<file path="src/rtl/icache_refill.sv">
`default_nettype none
// ============================================================================
// Module   : icache_refill
// Purpose  : AXI4 INCR read-burst master that refills one instruction-cache line
// Revision : 1.0
// ============================================================================
module icache_refill #(
  parameter int LINE_WORDS = 4,
  parameter int AXI_ID     = 0
) (
  input  logic                    clock,
  input  logic                    reset,
  // line-fill request
  input  logic                    req_valid_i,
  output logic                    req_ready_o,
  input  logic [31:0]             req_addr_i,
  // filled line
  output logic                    resp_valid_o,
  input  logic                    resp_ready_i,
  output logic [32*LINE_WORDS-1:0] resp_line_o,
  output logic                    resp_err_o,
  // AXI4 read address channel
  output logic                    arvalid_o,
  input  logic                    arready_i,
  output logic [31:0]             araddr_o,
  output logic [3:0]              arid_o,
  output logic [7:0]              arlen_o,
  output logic [2:0]              arsize_o,
  output logic [1:0]              arburst_o,
  // AXI4 read data channel
  input  logic                    rvalid_i,
  output logic                    rready_o,
  input  logic [63:0]             rdata_i,
  input  logic [1:0]              rresp_i,
  input  logic                    rlast_i,
  input  logic [3:0]              rid_i
);

  localparam int          c_cnt_w     = $clog2(LINE_WORDS);
  localparam logic [31:0] c_off_mask  = 32'(4*LINE_WORDS-1);
  localparam logic [c_cnt_w-1:0] c_last_cnt = c_cnt_w'(LINE_WORDS-1);

  typedef enum logic [1:0] {
    S_IDLE = 2'd0,
    S_ADDR = 2'd1,
    S_DATA = 2'd2,
    S_RESP = 2'd3
  } state_t;

  state_t                    r_state;
  state_t                    w_state_nxt;
  logic [31:0]               r_base;
  logic [32*LINE_WORDS-1:0]  r_line;
  logic                      r_err;
  logic [c_cnt_w-1:0]        r_cnt;

  logic                      w_accept;
  logic                      w_beat;
  logic                      w_last_cnt;
  logic                      w_end;
  logic                      w_len_err;
  logic                      w_lane;
  logic [31:0]               w_word;
  logic [31:0]               w_req_base;
  logic                      w_unused;

  assign w_req_base = req_addr_i & ~c_off_mask;
  assign w_accept   = req_valid_i && req_ready_o;
  assign w_beat     = rvalid_i && rready_o;
  assign w_last_cnt = (r_cnt == c_last_cnt);
  assign w_end      = w_beat && (rlast_i || w_last_cnt);
  // rlast must coincide exactly with the final counted beat
  assign w_len_err  = w_beat && (rlast_i != w_last_cnt);
  // base has bits [1:0] clear, so bit 2 of base + 4*cnt needs no carry term
  assign w_lane     = r_base[2] ^ r_cnt[0];
  assign w_word     = w_lane ? rdata_i[63:32] : rdata_i[31:0];
  assign w_unused   = ^rid_i;

  always_ff @(posedge clock) begin
    if (reset) begin
      r_state <= S_IDLE;
    end else begin
      r_state <= w_state_nxt;
    end
  end

  always_comb begin
    w_state_nxt  = r_state;
    req_ready_o  = 1'b0;
    arvalid_o    = 1'b0;
    rready_o     = 1'b0;
    resp_valid_o = 1'b0;
    unique case (r_state)
      S_IDLE: begin
        req_ready_o = !reset;
        if (req_valid_i && !reset) begin
          w_state_nxt = S_ADDR;
        end
      end
      S_ADDR: begin
        arvalid_o = 1'b1;
        if (arready_i) begin
          w_state_nxt = S_DATA;
        end
      end
      S_DATA: begin
        rready_o = 1'b1;
        if (w_end) begin
          w_state_nxt = S_RESP;
        end
      end
      S_RESP: begin
        resp_valid_o = 1'b1;
        if (resp_ready_i) begin
          w_state_nxt = S_IDLE;
        end
      end
      default: w_state_nxt = S_IDLE;
    endcase
  end

  always_ff @(posedge clock) begin
    if (reset) begin
      r_base <= '0;
      r_line <= '0;
      r_err  <= 1'b0;
      r_cnt  <= '0;
    end else if (w_accept) begin
      r_base <= w_req_base;
      r_line <= '0;
      r_err  <= 1'b0;
      r_cnt  <= '0;
    end else if (w_beat) begin
      for (int i = 0; i < LINE_WORDS; i++) begin
        if (r_cnt == c_cnt_w'(i)) begin
          r_line[32*i +: 32] <= w_word;
        end
      end
      r_err <= r_err | (rresp_i != 2'b00) | w_len_err;
      r_cnt <= r_cnt + 1'b1;
    end
  end

  assign araddr_o    = r_base;
  assign arid_o      = 4'(AXI_ID);
  assign arlen_o     = 8'(LINE_WORDS-1);
  assign arsize_o    = 3'b010;
  assign arburst_o   = 2'b01;
  assign resp_line_o = r_line;
  assign resp_err_o  = r_err;

endmodule
`default_nettype wire

</file>
<file path="config.mk">
export PLATFORM = sky130hd
export DESIGN_NAME = icache_refill
export DESIGN_NICKNAME = d
export VERILOG_FILES = /design/src/rtl/icache_refill.sv
export SDC_FILE = /design/constraint.sdc
export NUM_CORES = 1
export LEC_CHECK = 0
export CAP_MARGIN = 20
export CORE_UTILIZATION = 37
export DETAILED_ROUTE_END_ITERATION = 12
export PLACE_DENSITY = 0.76
export SYNTH_ARGS = -nofsm -noshare
export SYNTH_HDL_FRONTEND = slang
export SYNTH_SLANG_ARGS = --single-unit
</file>
<file path="constraint.sdc">
create_clock -name clock -period 1.7 [get_ports clock]
set_clock_uncertainty 0.1 [all_clocks]
set_input_delay 0.34 -clock clock [delete_from_list [all_inputs] [get_ports clock]]
set_output_delay 0.34 -clock clock [all_outputs]
set_load 0.005 [all_outputs]
</file>
==> flow_metrics.py, run 1 <==
metrics = {
    "pwr": {
        "peakVddDrop_v": 0.000672,
        "power.share.combinational_pct": 23.3,
        "power_density_nw_per_um2": 970,
        "report.power.total_mw": 10.3,
        "internal-power_mw": 7.40,
        "switching_share_pct": 27.9,
        "power.share.clock_pct": 36.7,
        "power_switching_mw": 2.87,
        "power.sequential.fraction_pct": 40.0,
        "total_leakage_power_nw": 4.60,
    },
    "sta": {
        "slew-limit-headroom_pct": 54.6,
        "worstMarginPinSlew_ns": 0.662,
        "time_the_final_worst_path_needs_with_i_o_delays_and_setup_ns": 1.71,
        "fin_worst_hold_slack_ns": 0.367,
        "post-route-worst-setup-slack_ns": -0.00803,
        "period_share_pct": 100,
        "timing.final.max_slew_violations": 0,
        "achievable_clock_frequency_ghz": 0.585,
        "endpoints_failing_hold": 0,
        "setup_violations": 2,
        "grt_setup_unrepaired": "yes",
    },
    "synth": {
        "synthCells": 596,
        "yosys.area_share.adder_pct": 1.83,
        "ys_seq_elements": 161,
        "muxShareOfSynthArea_pct": 5.21,
        "synth-seq-area-share_pct": 52.4,
        "synth_area_sq_um": 6150,
        "synth_compound_gate_area_share_pct": 22.1,
        "synth_cell_types": 31,
        "synth-xor-area-share_pct": 0.143,
        "yosysWarnings": 0,
        "synth_simple_gate_area_share_pct": 9.36,
        "avgSynthCellArea_sq_um": 10.3,
        "synth_top_family_by_area": "compound AO/OA/AOI/OAI gates",
    },
    "clock_network": {
        "tritoncts": "done",
        "tritoncts.num_buffers": 17,
        "numClockSinks": 161,
        "cts-root-buf": "sky130_fd_sc_hd__clkbuf_16",
        "cts.htree.levels": 4,
        "clkLatencyLatePin_ns": 0.41,
        "clock_tree.buffer_depth": 2,
        "cts.clk_slew.worst_paths_ns": 0.06,
    },
    "detailed_routing": {
        "first_iter_violations": 243,
        "detailroute.via_count": 5650,
        "total_wire_length_after_detailed_routing_um": 20400,
        "route.detailed.wl_per_inst_um": 18.2,
        "ant_nets": 0,
        "first_pass_iters": 4,
        "routed_via_density": 5.03,
        "remaining_drc_errors": 0,
    },
    "min_path": {
        "min-delay-path-class": "flop to flop",
    },
    "flow_run": {
        "max_cap_violations": 0,
    },
    "grt": {
        "grt_first_pass_wirelength_um": 26300,
        "grt_remaining_overflow": 0,
        "antenna_found_initial": 0,
        "grt_start_max_net_pins": 73,
        "grt_usage_pct": 20.3,
        "first_global_vias": 4971,
    },
    "place": {
        "detailedPlacementHpwl_um": 12000,
        "globalplace.congestion": 0.760,
        "buffer_ports.inserted": 261,
    },
    "worst_setup_path": {
        "critical-path-top-cell-by-count": "sky130_fd_sc_hd__buf_6",
        "worst_ep_arrival_time_ns": 1.90,
        "path_cells": "buf_6, ha_4, buf_6, nand2_4, nor2_8, buf_12, buf_8, clkbuf_16, a211oi_2",
        "kind_of_launch_point_of_the_worst_setup_path": "flop",
        "crit_path_top_delay_cell": "sky130_fd_sc_hd__dfxtp_2",
        "timing.critical_path.to_type": "flop",
        "critPathTopFamily": "buffers and inverters",
        "crit_fanout": 7,
        "max_stage_delay_ns": 0.35,
        "crit_buf_inv": 5,
        "critPathKind": "flop to flop",
        "worst-endpoint-required_ns": 1.89,
    },
    "layout": {
        "nets": 1012,
        "area.sequential_sq_um": 3250,
        "drive_gt1_share_pct": 24.9,
        "multi_input_area_sq_um": 2870,
        "area_delta_synth_final_pct": 72.1,
        "layout.filler_cells": 1276,
        "diodes": 0,
    },
    "die": {
        "floorplan.die_area_sq_um": 17100,
        "num_io_pins": 291,
        "die_width_um": 131,
        "initial_cell_density_of_the_core_pct": 38.3,
        "fp.dieH_um": 131,
        "rows": 46,
        "floorplan.core_area_sq_um": 16100,
    },
    "status": {
        "status": "finished, violations left",
        "violations": "negative setup slack",
    },
}
[stage by stage]
stage | setup TNS (ns) | setup slack [ns] | util [%] | cell area (sq um) | cells
floorplan | 0 | 0.0125 | - | 6240 | 615
global placement | -26.53 | -0.227 | 56.6 | 9090 | 1060
detailed placement | -28.98 | -0.302 | 56.6 | 9090 | 1060
CTS | -0.141 | -0.141 | 59.9 | 9620 | 1096
global route | -1.66 | -0.0560 | 65.9 | 10600 | 1123
finish | -0.0125 | -0.00803 | 65.9 | 10600 | 1123
[power groups by stage]
stage,logic (mW),clock network [mW],registers (mW)
final,2.39,3.77,4.11
after global routing,2.58,4.02,4.13
after CTS,2.07,3.85,4.10
after detailed placement,2.08,0,4.18
after global placement,2.05,0,4.17
after floorplan,1.00,0,4.19
[cell families (layout without fill, tap and decap cells)]
| kind of cell | after synthesis | count (layout) |
|---|---|---|
| and+or+nand+nor | 143 | 143 |
| AOI/OAI and AO/OA | 166 | 166 |
| DFF | 161 | 161 |
| adders and majority gates | 9 | 9 |
| buffers and inverters | 82 | 374 |
| other | 2 | 21 |
| muxes | 32 | 32 |
| xor gates and xnor gates | 1 | 1 |
[cells in the final DEF (no fill, tap or decap), types with 3 or more instances in the layout]
master | Yosys | layout
sky130_fd_sc_hd__buf_6 | 11 | 6
sky130_fd_sc_hd__dlymetal6s2s_1 | 0 | 14
sky130_fd_sc_hd__a211oi_1 | 111 | 62
sky130_fd_sc_hd__ha_1 | 9 | 4
sky130_fd_sc_hd__nor2_4 | 0 | 4
sky130_fd_sc_hd__dlygate4sd2_1 | 0 | 143
sky130_fd_sc_hd__buf_12 | 0 | 18
sky130_fd_sc_hd__inv_1 | 10 | 8
sky130_fd_sc_hd__and3_4 | 0 | 3
sky130_fd_sc_hd__ha_4 | 0 | 4
sky130_fd_sc_hd__clkdlybuf4s50_1 | 0 | 100
sky130_fd_sc_hd__nor2_2 | 0 | 16
sky130_fd_sc_hd__clkinvlp_4 | 0 | 3
sky130_fd_sc_hd__dfxtp_2 | 0 | 15
sky130_fd_sc_hd__clkinv_2 | 0 | 3
sky130_fd_sc_hd__mux2i_1 | 32 | 30
sky130_fd_sc_hd__buf_8 | 0 | 3
sky130_fd_sc_hd__clkbuf_16 | 0 | 33
sky130_fd_sc_hd__a211oi_2 | 17 | 66
sky130_fd_sc_hd__conb_1 | 2 | 21
sky130_fd_sc_hd__buf_4 | 32 | 27
sky130_fd_sc_hd__nor2_1 | 131 | 111
sky130_fd_sc_hd__dfxtp_1 | 161 | 145
sky130_fd_sc_hd__a22o_1 | 28 | 28
[routing by layer]
metal / vias up / global-route usage, % / part of all wire, %
met4: 0 / 7.03 / 1.4
met5: - / 0 / 0
met1: 2713 / 22.9 / 40
met2: 215 / 35.7 / 50
li1: 2699 / - / -
met3: 23 / 6.80 / 7.8
[final timing paths]
kind | start | end | slack [ns] | depth (start not counted)
worst max-delay path | r_state[1]$_SDFFE_PP0P_ | resp_line_o[117]$_SDFFE_PP0P_ | -0.008 | 9
worst max register to register | r_state[1]$_SDFFE_PP0P_ | resp_line_o[117]$_SDFFE_PP0P_ | -0.008 | 9
worst min-delay path | araddr_o[23]$_SDFFE_PP0P_ | araddr_o[23]$_SDFFE_PP0P_ | 0.37 | 1
worst min register to register | araddr_o[23]$_SDFFE_PP0P_ | araddr_o[23]$_SDFFE_PP0P_ | 0.37 | 1
[worst register-to-register path: stages, from the launching register on]
cell	delay [ns]
sky130_fd_sc_hd__dfxtp_2	0.35
sky130_fd_sc_hd__buf_6	0.10
sky130_fd_sc_hd__ha_4	0.13
sky130_fd_sc_hd__buf_6	0.13
sky130_fd_sc_hd__nand2_4	0.07
sky130_fd_sc_hd__nor2_8	0.22
sky130_fd_sc_hd__buf_12	0.16
sky130_fd_sc_hd__buf_8	0.11
sky130_fd_sc_hd__clkbuf_16	0.15
sky130_fd_sc_hd__a211oi_2	0.06
[final cells by class]
type	count	share of cell area, %
Timing Repair Buffer	332	33.8
Clock inverter	12	1.25
Inverter	10	0.378
Tap cell	216	2.55
Clock buffer	20	4.22
Multi-Input combinational cell	372	27.1
Sequential cell	161	30.7
[cells in the mapped netlist]
cell type | count | area (sq um)
sky130_fd_sc_hd__a31o_2 | 1 | 8.76
sky130_fd_sc_hd__nand2_2 | 1 | 6.26
sky130_fd_sc_hd__dfxtp_1 | 161 | 3220
sky130_fd_sc_hd__nor2_8 | 1 | 20.0
sky130_fd_sc_hd__nor2_1 | 131 | 492
sky130_fd_sc_hd__a211oi_2 | 17 | 213
sky130_fd_sc_hd__a21oi_1 | 2 | 10.0
sky130_fd_sc_hd__clkbuf_1 | 6 | 22.5
sky130_fd_sc_hd__a211oi_1 | 111 | 833
sky130_fd_sc_hd__xnor2_1 | 1 | 8.76
sky130_fd_sc_hd__nor2b_1 | 1 | 6.26
sky130_fd_sc_hd__or3_1 | 1 | 6.26
sky130_fd_sc_hd__nand2_1 | 1 | 3.75
sky130_fd_sc_hd__inv_1 | 10 | 37.5
sky130_fd_sc_hd__a22oi_1 | 1 | 7.51
sky130_fd_sc_hd__nand4_1 | 1 | 6.26
sky130_fd_sc_hd__a22o_1 | 28 | 245
sky130_fd_sc_hd__and2_1 | 1 | 6.26
sky130_fd_sc_hd__mux2i_1 | 32 | 320
sky130_fd_sc_hd__a21oi_2 | 1 | 8.76
sky130_fd_sc_hd__buf_4 | 32 | 240
sky130_fd_sc_hd__and3_1 | 3 | 18.8
sky130_fd_sc_hd__a21o_1 | 1 | 7.51
sky130_fd_sc_hd__buf_2 | 23 | 115
sky130_fd_sc_hd__o21ai_0 | 2 | 10.0
sky130_fd_sc_hd__a221oi_1 | 1 | 8.76
sky130_fd_sc_hd__ha_1 | 9 | 113
sky130_fd_sc_hd__conb_1 | 2 | 7.51
sky130_fd_sc_hd__nand3_1 | 2 | 10.0
sky130_fd_sc_hd__buf_6 | 11 | 124
sky130_fd_sc_hd__a31oi_1 | 1 | 6.26
[state kept, by name, summed over array words and instances (netlist names)]
register and count:
araddr_o 28, resp_line_o 128, r_cnt 2, r_state 2
resp_err_o 1
[timing repair]
action                     CTS  global route
setup buffers                2            10
hold buffers                 0             0
resized for setup          182           114
setup endpoints to repair  279           129
cloned                       2            17
pin swaps                    2            75
hold endpoints to repair     0             0
Note: power is estimated with default switching activity, not from simulation.
==> run 2: changes to the inputs <==
Settings changed: TNS_END_PERCENT from default to 5.
==> run 2 against run 1 <==
- the run still ends with negative setup slack left
- combinational power fell by 7%
- die area did not move
- flip-flop and latch count did not move
- global-route usage barely moved
- highest routed layer unchanged
- largest cell class unchanged
- fmax fell by 0.77%
- first-iteration DRC count rose by 8.6%
- register-to-register slack barely moved
- final cell count fell by 1.2%
- largest power group unchanged
- hold slack barely moved
- via count fell by 3.2%
- sequential share of layout area rose by 1.4 points
==> flow_metrics.py, run 2 (synthesis gave the netlist of run 1 again) <==
metrics = {
    "sta": {
        "achievable_clock_frequency_ghz": 0.581,
        "post-route-worst-setup-slack_ns": -0.0213,
        "period_share_pct": 101,
        "grt_setup_unrepaired": "yes",
        "endpoints_failing_hold": 0,
        "timing.final.max_slew_violations": 0,
        "worstMarginPinSlew_ns": 0.608,
        "slew-limit-headroom_pct": 58.3,
        "time_the_final_worst_path_needs_with_i_o_delays_and_setup_ns": 1.72,
        "final.setup.tns_ns": -0.0350,
        "setup_violations": 3,
    },
    "layout": {
        "largest_register_ffs": 128,
        "layout_common_cells": "sky130_fd_sc_hd__dfxtp_1 (146), sky130_fd_sc_hd__dlygate4sd2_1 (143), sky130_fd_sc_hd__nor2_1 (127)",
        "multi_input_area_sq_um": 2680,
        "final_util_pct": 62.9,
        "area_delta_synth_final_pct": 64.3,
        "nets": 998,
        "area.sequential_sq_um": 3240,
        "layout.filler_cells": 1344,
        "layout_commonest_cell": "sky130_fd_sc_hd__dfxtp_1",
        "drive_gt1_share_pct": 18.9,
        "diodes": 0,
        "fin_cells": 1109,
    },
    "clock_network": {
        "tritoncts": "done",
        "clock_tree.buffer_depth": 2,
        "numClockSinks": 161,
        "cts.htree.levels": 4,
        "clkLatencyLatePin_ns": 0.41,
        "cts.clk_slew.worst_paths_ns": 0.06,
        "cts-root-buf": "sky130_fd_sc_hd__clkbuf_16",
        "tritoncts.num_buffers": 17,
    },
    "place": {
        "detailedPlacementHpwl_um": 12000,
        "globalplace.congestion": 0.760,
        "buffer_ports.inserted": 261,
        "place_inst": 1060,
    },
    "min_path": {
        "min-delay-path-class": "flop to flop",
    },
    "worst_setup_path": {
        "worst_ep_arrival_time_ns": 1.96,
        "crit_fanout": 7,
        "crit_path_top_delay_cell": "sky130_fd_sc_hd__dfxtp_2",
        "critical-path-top-cell-by-count": "sky130_fd_sc_hd__buf_6",
        "critPathKind": "flop to flop",
        "path_cells": "buf_6, ha_4, buf_6, nand2_4, nor2_8, buf_12, clkbuf_16, nor2_1, a211oi_2",
        "max_stage_delay_ns": 0.35,
        "kind_of_launch_point_of_the_worst_setup_path": "flop",
        "worst-endpoint-required_ns": 1.93,
        "timing.critical_path.to_type": "flop",
    },
    "detailed_routing": {
        "first_pass_iters": 4,
        "remaining_drc_errors": 0,
        "routed_via_density": 4.93,
        "route.detailed.wl_per_inst_um": 17.1,
        "detailroute.via_count": 5468,
        "total_wire_length_after_detailed_routing_um": 19000,
        "first_iter_violations": 264,
        "ant_nets": 0,
    },
    "die": {
        "fp.dieH_um": 131,
        "rows": 46,
        "floorplan.die_area_sq_um": 17100,
        "initial_cell_density_of_the_core_pct": 38.3,
        "num_io_pins": 291,
        "floorplan.core_area_sq_um": 16100,
        "die_width_um": 131,
    },
    "grt": {
        "grt_first_pass_wirelength_um": 26300,
        "antenna_found_initial": 0,
        "grt_usage_pct": 20.3,
        "first_global_vias": 4974,
        "grt_start_max_net_pins": 73,
        "grt_remaining_overflow": 0,
    },
    "pwr": {
        "power_density_nw_per_um2": 998,
        "peakVddDrop_v": 0.000653,
        "total_leakage_power_nw": 4.43,
    },
    "flow_run": {
        "max_cap_violations": 0,
    },
    "status": {
        "status": "finished, violations left",
        "violations": "negative setup slack",
    },
}
==> run 2: path summary, 6_finish.rpt <==
| kind | startpoint | end | slack, ns | cells after the start |
|---|---|---|---|---|
| max | r_state[1]$_SDFFE_PP0P_ | resp_line_o[126]$_SDFFE_PP0P_ | -0.02 | 9 |
| min | araddr_o[23]$_SDFFE_PP0P_ | araddr_o[23]$_SDFFE_PP0P_ | 0.37 | 1 |
| max reg2reg | r_state[1]$_SDFFE_PP0P_ | resp_line_o[126]$_SDFFE_PP0P_ | -0.02 | 9 |
| min reg2reg | araddr_o[23]$_SDFFE_PP0P_ | araddr_o[23]$_SDFFE_PP0P_ | 0.37 | 1 |
==> run 2: critical path, delay by kind of cell, from the launching register on <==
kind / cells / cell delay (ns)
buf+inv: 4 / 0.52
flops: 1 / 0.35
simple gates: 3 / 0.33
compound gates: 1 / 0.19
fa+ha+maj: 1 / 0.13
==> run 2: stage by stage <==
stage          total power [mW]  instance area [sq um]  worst slack, ns  hold WS, ns
3_3_place_gp               6.22                   9090           -0.227        0.360
5_1_grt                    10.6                  10100          -0.0881        0.387
6_report                   10.1                  10100          -0.0213        0.367
3_5_place_dp               6.26                   9090           -0.302        0.362
2_1_floorplan              5.19                   6240           0.0125        0.309
4_1_cts                    10.0                   9610           -0.141        0.376
==> run 2: power by group <==
group | internal (mW) | switching (mW) | leakage, nW
Combinational | 1.12 | 1.11 | 2.84
Sequential | 3.99 | 0.113 | 1.31
Clock | 2.21 | 1.55 | 0.277
Total | 7.32 | 2.76 | 4.43
==> run 2: layout make-up <==
type,count,area share (%)
timing repair buffer,318,32.5
sequential,161,32.1
multi-input combinational,372,26.5
clock buffer,20,4.42
tap,216,2.68
clock inverter,12,1.31
inverter,10,0.396
==> run 2: layer usage <==
| metal | track usage (%) | share of wire, % | vias up | wire (um) |
|---|---|---|---|---|
| met3 | 6.80 | 8.3 | 20 | 1560 |
| met1 | 22.9 | 41 | 2573 | 7820 |
| met4 | 7.03 | 1.1 | 0 | 207 |
| met5 | 0 | 0 | - | 0 |
| met2 | 35.7 | 49 | 209 | 9360 |
| li1 | - | - | 2666 | - |
==> run 2: timing repair <==
action | CTS | global route
hold buffers | 0 | 0
resized for setup | 181 | 67
cloned | 2 | 7
setup endpoints to repair | 279 | 129
buffers inserted | 2 | 6
hold endpoints to repair | 0 | 0
pin swaps | 2 | 37
==> patch, RTL diff (config.mk and constraints of run 2) <==
Change the parameter `LINE_WORDS` from 4 to 2.
--- a/src/rtl/icache_refill.sv
+++ b/src/rtl/icache_refill.sv
@@ -7,3 +7,3 @@
 module icache_refill #(
-  parameter int LINE_WORDS = 4,
+  parameter int LINE_WORDS = 2,
   parameter int AXI_ID     = 0
Ports: changed (resized resp_line_o); port bits go from 291 to 227. No check against the original RTL was run, so the function may have changed too.
==> patch against run 2 <==
Critical path depth is 8 lower; total power is 44% lower; area after synthesis is 42% lower; sequential cell count is 64 lower; wire length is 45% lower; cell area is 40% lower; setup slack better by 0.064 ns; count of clock-buffer cells in the layout is 7 lower; critical path type is now flip-flop to output pin; highest routed layer unchanged.
==> patch: results (changes against run 2) <==
* Outcome: finished clean
* GPL Wtd Cong at 0.724 (-4.7%)
* First-pass GRT wire length at 14900 um (-44%)
* Nets@finish at 724 (-27%)
* Clock Latency Late Sink at 0.34 ns (-0.07 ns)
* Port Buffers at 199 (-24%)
* Clock Path Buffers at 2 (unchanged)
* CTS Buf Count at 9 (-8)
* Fraction of registers with async set or reset after synthesis at 0% (unchanged)
* Yosys cell types at 27 (-13%)
* Sequential area share after synthesis at 54.4% (+2.0 points)
* Arr. time, crit path at 1.22 ns (-0.74 ns)
* Worst path top cell family by delay: buffers and inverters
* Initial antenna violation count at 0 (unchanged)
* Hold Crit Depth at 2 (+1)
* Synth warnings at 0 (unchanged)
* Largest net degree at the start of global routing at 42 (-42%)
* GRT Resource Usage Total at 18.9% (-1.4 points)
* Cells on worst reg2reg path at 9 (unchanged)
* Worst-path clk slew at 0.09 ns (+0.03 ns)
* Worst Path Max Fanout at 2 (-5)
* Share of cells above drive strength 1 at 11.9% (-7.1 points)
* Leak pwr at 2.45 nW (-45%)
* Highest cell delay on the worst timing path at 0.52 ns (+0.17 ns)
* Vias in the first global route at 3290 (-34%)
* DR pass1 iterations at 4 (unchanged)
* CP max-delay cell: clkdlybuf4s50_1
* Average wire per standard cell at 14.0 um (-18%)
* CTS Root Cell: clkbuf_8
* DPL Wire Length at 7300 um (-39%)
* Synth top area cells: dfxtp_1 54%, nand2_1 14%, a21oi_1 9.4%, a22o_1 7.1%, buf_4 5.1%
* Drt initial violations at 63 (-76%)
* Maximum VDD drop at 0.000642 V (-1.7%)
* Fill cell count at 796 (-41%)
* Vias at 3472 (-37%)
* Diode count at 0 (unchanged)
* Place WS at -0.213 ns (+0.0892 ns)
* Commonest cells post-synth: 129 x nand2_1, 97 x dfxtp_1, 67 x a21oi_1
* Hold Crit Class: flip-flop to flip-flop
* Max reg flops at 64 (-50%)
* H-tree levels at 3 (-1)
[patch: cell types whose count changed after synthesis, moves of 3 or more]
| cell | delta |
|---|---|
| dfxtp_1 | -64 |
| a21oi_1 | +65 |
| nand2_1 | +128 |
| nor2_1 | -129 |
| mux2i_1 | -32 |
| a211oi_2 | -17 |
| and3_1 | -3 |
| ha_1 | -4 |
| buf_6 | -6 |
| buf_4 | -8 |
| a211oi_1 | -111 |
| buf_2 | -12 |
[patch: layout make-up]
cell class                 instances  area (um2)  share of cell area (%)
timing repair buffer             225        2350                    38.5
sequential                        97        1960                    32.1
multi-input combinational        269        1420                    23.2
tap                              129         161                    2.65
clock buffer                      13         159                    2.61
inverter                           8        30.0                   0.493
clock inverter                     3        25.0                   0.410
[patch: worst reg2reg max path, cell delays in order, from the launching register on]
cell     delay, ns
dfxtp_2       0.33
inv_2         0.06
buf_6         0.11
ha_4          0.13
buf_6         0.12
nand2_4       0.07
nor2_4        0.23
buf_12        0.17
nand2_1       0.09
a21oi_2       0.13
[patch: final timing paths]
kind / endpoint / from / slack (ns)
worst max-delay path: resp_line_o[55] / resp_line_o[55] / 0.04
worst min-delay path: resp_line_o[14] / resp_line_o[14] / 0.36
worst max register to register: resp_line_o[9] / r_state[0] / 0.10
worst min register to register: resp_line_o[14] / resp_line_o[14] / 0.36
[patch: per-stage QoR]
stage               cell area [um2]  util [%]   TNS [ns]  total power [mW]  std cells
finish                         6100      65.7          0              5.69        744
CTS                            5930      63.9          0              5.66        740
global placement               5720      61.6     -0.301              4.18        723
detailed placement             5720      61.6     -0.496              4.22        723
global route                   6100      65.7  -0.000626              6.01        744
floorplan                      3630         -          0              3.30        419
[patch: where the power goes]
group | switching (mW) | internal (mW) | leakage [nW] | total (mW)
Combinational | 0.740 | 1.00 | 1.57 | 1.74
Clock | 0.763 | 0.620 | 0.0898 | 1.38
Sequential | 0.0997 | 2.47 | 0.792 | 2.57
[patch: repair_timing]
action	4_1_cts	5_1_grt
setup endpoints to repair	4	78
cloned	0	4
hold endpoints to repair	0	0
gates resized for setup	20	35
pin swaps	1	2
buffers inserted	1	0
[patch: metal layers]
layer / vias up / wire length [um] / track usage (%)
met1: 1583 / 3970 / 19.2
li1: 1702 / - / -
met3: 13 / 1000 / 6.82
met2: 174 / 5260 / 35.2
met4: 0 / 163 / 7.36
met5: - / 0 / 0
[patch: logic make-up (layout without fill, tap and decap cells)]
logic type	Yosys count	after routing	synth area share, %
adder cells (fa/ha/maj)	5	5	1.75
other	2	20	0.211
flip-flops	97	97	54.4
AO/OA/AOI/OAI	103	103	18.1
AND/OR/NAND/NOR	141	141	16.0
buffers and inverters	53	249	9.54
